$ cat config.mk
export PLATFORM = sky130hd
export DESIGN_NAME = popcount_ternary_acc
export DESIGN_NICKNAME = d
export VERILOG_FILES = /design/src/rtl/popcount_ternary_acc.sv
export SDC_FILE = /design/constraint.sdc
export NUM_CORES = 1
export LEC_CHECK = 0
export BUFFER_PORTS_ARGS = -buffer_cell sky130_fd_sc_hd__buf_2
export CAP_MARGIN = 20
export CORE_ASPECT_RATIO = 0.9
export CORE_MARGIN = 5
export CORE_UTILIZATION = 40
export CTS_BUF_LIST = sky130_fd_sc_hd__clkbuf_4
export CTS_CLUSTER_DIAMETER = 150
export CTS_CLUSTER_SIZE = 28
export DETAILED_ROUTE_END_ITERATION = 8
export PLACE_DENSITY = 0.7
export SYNTH_ARGS = -nofsm -noshare
export SYNTH_HDL_FRONTEND = slang
export SYNTH_SLANG_ARGS = --single-unit
export TNS_END_PERCENT = 1
$ cat constraint.sdc
create_clock -name clk -period 9.3 [get_ports clk]
set_input_delay 1.86 -clock clk [delete_from_list [all_inputs] [get_ports clk]]
set_output_delay 1.86 -clock clk [all_outputs]
set_load 0.01 [all_outputs]
$ cat src/rtl/popcount_ternary_acc.sv
// Ternary-neuron accumulator built around popcount.
//
// Each beat carries two N-bit vectors. Bits in input_a have weight +1 and
// bits in input_b have weight -1. The signed difference of their popcounts
// is summed over BEATS beats. The frame sum and a threshold activation bit
// are then presented on the output side.
//
// Flow control:
//   A transfer happens on a rising edge where valid and ready are both high.
//   valid never waits for ready. Once out_valid is raised, out_sum and
//   out_act are held stable until the transfer completes.
//   in_ready depends combinationally on frame_clr, out_valid and out_ready.
//   It never depends on in_valid, so upstream may use it freely.
module popcount_ternary_acc #(
  parameter int N      = 23,
  parameter int BEATS  = 4,
  parameter int THRESH = 0,
  localparam int CW    = $clog2(N + 1),
  localparam int AW    = $clog2(N * BEATS + 1) + 1
) (
  input  logic                 clk,
  input  logic                 rst_n,
  input  logic [N-1:0]         input_a,
  input  logic [N-1:0]         input_b,
  input  logic                 in_valid,
  output logic                 in_ready,
  input  logic                 frame_clr,
  output logic signed [AW-1:0] out_sum,
  output logic                 out_act,
  output logic                 out_valid,
  input  logic                 out_ready
);

  // When BEATS is 1, keep the counter one bit wide so the index never
  // collapses to zero width. Its only legal value is then 0.
  localparam int CNTW = (BEATS > 1) ? $clog2(BEATS) : 1;
  localparam logic [CNTW-1:0] LAST_BEAT = CNTW'(BEATS - 1);

  // Exact popcount as a ripple of adds. Synthesis rebuilds it as an adder tree.
  function automatic logic [CW-1:0] popcount(input logic [N-1:0] v);
    logic [CW-1:0] c;
    c = '0;
    for (int i = 0; i < N; i++) begin
      c = c + CW'(v[i]);
    end
    return c;
  endfunction

  logic [CW-1:0]        pa;
  logic [CW-1:0]        pb;
  logic signed [AW-1:0] diff;
  logic signed [AW-1:0] acc;
  logic signed [AW-1:0] sum_next;
  logic [CNTW-1:0]      cnt;
  logic                 accept;
  logic                 last_beat;

  assign pa = popcount(input_a);
  assign pb = popcount(input_b);

  // Zero-extend both counts before subtracting. AW is always wider than CW,
  // so the subtraction cannot wrap.
  assign diff     = $signed({{(AW-CW){1'b0}}, pa}) - $signed({{(AW-CW){1'b0}}, pb});
  assign sum_next = acc + diff;

  // A held, unconsumed result stalls the input side. An abort stalls it for one cycle.
  assign in_ready  = !frame_clr && (!out_valid || out_ready);
  assign accept    = in_valid && in_ready;
  assign last_beat = (cnt == LAST_BEAT);

  // Partial-frame accumulator and beat counter. Both are cleared by abort and by the last beat.
  always_ff @(posedge clk) begin
    if (!rst_n) begin
      acc <= '0;
      cnt <= '0;
    end else if (frame_clr) begin
      acc <= '0;
      cnt <= '0;
    end else if (accept) begin
      if (last_beat) begin
        acc <= '0;
        cnt <= '0;
      end else begin
        acc <= sum_next;
        cnt <= cnt + CNTW'(1);
      end
    end
  end

  // Result register. A new result may replace one that is being consumed in the same cycle.
  always_ff @(posedge clk) begin
    if (!rst_n) begin
      out_sum   <= '0;
      out_act   <= 1'b0;
      out_valid <= 1'b0;
    end else if (accept && last_beat) begin
      out_sum   <= sum_next;
      out_act   <= (int'(sum_next) >= THRESH);
      out_valid <= 1'b1;
    end else if (out_valid && out_ready) begin
      out_valid <= 1'b0;
    end
  end

endmodule

==> results.md <==
* Post-synthesis xor/xnor area fraction at 0.0339
* Final hold vios at 0
* Count leader, synth: inv_1
* Worst path slowest cell: fa_1
* RSZ-0062 raised after global routing: false
* Root Driver: clkbuf_4
* CP cell instances: buf_2 -> inv_1 -> fa_1 -> inv_1 -> fa_1 -> fa_1 -> inv_1 -> fa_1 -> fa_1 -> fa_1 -> inv_1 -> fa_1 -> inv_1 -> ha_1 -> a211oi_1 -> or4b_4 -> o2111ai_4 -> inv_1 -> ha_1 -> o21a_1 -> nor2_1 -> nor2_1 -> or4_1 -> nand4_1
* Core box area at 6050 um^2
* Flop2flop setup slack at 6940 ps
* Via density at 4.79
* Clk_lat worst skew at 310 ps
* Syn Inst Count at 280
* HP Class: register to register
* Combinational family with the most area after synthesis: adder cells
* Clock Skew at 2.67 ps
* Post-synth top cells: 82 x inv_1, 38 x fa_1, 20 x dfxtp_1
* Num CTS Buffers at 3
* Post-CTS Hold Fix Bufs at 0
* Worst Setup SP: input_b[17]
* DIE AREA at 7850 um^2
* P&R area growth vs syn at 17.2%
* First-pass GRT wire length at 7820 um
* Final setup viols at 0
* Final nets at 447
* Synth top area share at 0.308
* WP data arrival at 8480 ps
* Post-synth ARST share at 0
* Startpoint types: input pin
* Distinct cell type count after synthesis at 38
* Overflow after GRT at 0
* Crit-path max FO at 7
* Initial Util at 0.409
* Crit path kind: input pin to register
* Die X at 92.9 um
* Final Max Slew Viols at 0
* Outcome: finished clean
* Die height at 84.6 um
* Post-CTS Setup Bufs at 0
* Top Ports at 62
* RD Place Congestion at 0.765
* IO buf count at 61
* Most frequent CP cell: fa_1
* Multiplexer share of the synthesized area at 0.0162
* Sequential share of the synthesized area at 0.162
* Avg Cell Area, Syn at 8.83 um^2
* Post-Syn Area at 2470 um^2
* Number of global-route vias before repair at 1916
* Simple-Gate Fraction of Synth Area at 0.130
* EDFF count, synth at 0
* Worst-margin pin slew at 621 ps
* Global Route Usage Sum at 0.120
* Max-slew headroom at 0.585
* TritonCTS Sinks at 20
* Routed vias at 1968
* Synth warn at 0
* Top FF cell, synth: dfxtp_1
* DRT iter0 DRCs at 57
* Synth Net Count at 387
* Max Buffers Root-to-Sink at 2
* Clk slew on worst S/H paths at 120 ps
* Minimum clock period at 8220 ps
* Remaining DRCs at 0
* Crit path max-delay family: adder cells
* Synth Register Bits at 20
* RR Endpoint: out_sum[6]
* Worst path required time at 9560 ps
* Setup TNS at 0 ps
* CP peak stage delay at 580 ps
* Antenna diodes at 0
* Max cap viols at 0
* H-tree lvl count at 1
* Top cells by area, synth: fa_1 31%, dfxtp_1 16%, inv_1 12%
* CP endpoint: out_sum[7]
* Worst reg2reg path startpoint: acc[0]
* Initial antenna violation count at 0
* Synth Area in Compound Gates at 0.126
* R2R cell count at 7
* FP Rows at 27
* Total Wirelength at 4530 um
* CTS tree: yes
* Post-CTS sizing at 0
* Drt first pass iters at 4
* Final ANT Viol Nets at 0
* Tcrit/Tclk final at 0.884
* Achievable Freq at 0.122 GHz
* Routed WL per cell at 11.0 um
* Post-synth top area cell: fa_1
* Worst Setup End Kind: register
* Bufs and invs on worst path at 7
* Layout cells sized above 1 at 0.201
* Levels on crit path at 24
* Synth Area in Adders at 0.399
* DP Wirelength at 3990 um
* Largest net degree at the start of global routing at 17
==> area by class of cell <==
class / count / area (um^2)
Tap cell: 72 / 90.1
Multi-Input combinational cell: 172 / 1740
Inverter: 82 / 308
Sequential cell: 20 / 400
Timing Repair Buffer: 61 / 305
Clock buffer: 3 / 22.5
Clock inverter: 1 / 30.0
Fill cell: 586 / 3150
==> logic make-up (layout without fill, tap and decap cells) <==
family / Yosys count / count (layout)
AND/OR/NAND/NOR: 61 / 61
AO/OA/AOI/OAI: 43 / 43
flip-flops: 20 / 20
multiplexers: 4 / 4
XOR/XNOR: 8 / 8
buffers and inverters: 88 / 147
adder cells (fa/ha/maj): 56 / 56
==> worst register-to-register path: stages, from the launching register on <==
cell and delay [ps]:
dfxtp_1 330, ha_1 240, fa_1 410, a21o_1 180
a21oi_1 280, nor4_1 80, nor4_1 550, o21ai_0 170
==> through the flow <==
stage | worst slack [ps] | instances | utilization | cell area [um^2] | hold slack (ps)
final | 1080 | 411 | 0.479 | 2900 | 464
after global routing | 787 | 411 | 0.479 | 2900 | 482
after CTS | 1090 | 411 | 0.479 | 2900 | 471
after detailed placement | 763 | 407 | 0.470 | 2840 | 454
after global placement | 882 | 407 | 0.470 | 2840 | 447
after floorplan | 1120 | 280 | - | 2470 | 448
==> placed cells by master (no fill, tap or decap), types with 2 or more instances in the layout <==
cell type and n:
ha_1 18, xnor2_1 7, a22oi_1 3, nor2_1 15
a211oi_1 4, a21boi_0 6, nor3b_1 4, buf_2 61
a21oi_1 10, clkbuf_4 3, nand2b_1 3, nand3_1 6
nand2_1 14, o211ai_1 3, nand4b_1 2, inv_1 82
nor2b_1 2, o211a_1 3, dfxtp_1 20, fa_1 38
nor4_1 4, nor3_1 4, a21o_1 3, mux2i_1 4
nand3b_1 2, o21ai_0 5
==> routing by layer <==
metal	GRT usage	wire [um]
met5	0	0
met4	0.0240	21
met3	0.0260	214
met2	0.210	2190
met1	0.154	2110
==> worst min-delay path by stage <==
stage | from | endpoint | slack (ps) | cells after the start
2_1_floorplan | acc[6] | acc[6] | 450 | 2
3_3_place_gp | out_sum[5] | out_sum[5] | 450 | 2
3_5_place_dp | out_sum[5] | out_sum[5] | 450 | 2
4_1_cts | out_sum[5] | out_sum[5] | 470 | 2
5_1_grt | out_sum[1] | out_sum[1] | 480 | 2
6_report | out_sum[5] | out_sum[5] | 460 | 2
==> state kept, by name (all words and copies together), names as in the netlist <==
register   flops
cnt            2
out_sum        8
out_valid      1
acc            8
out_act        1
Power is not shown: default switching activity piles up to over one toggle a cycle in this logic, so the estimate is an artifact.
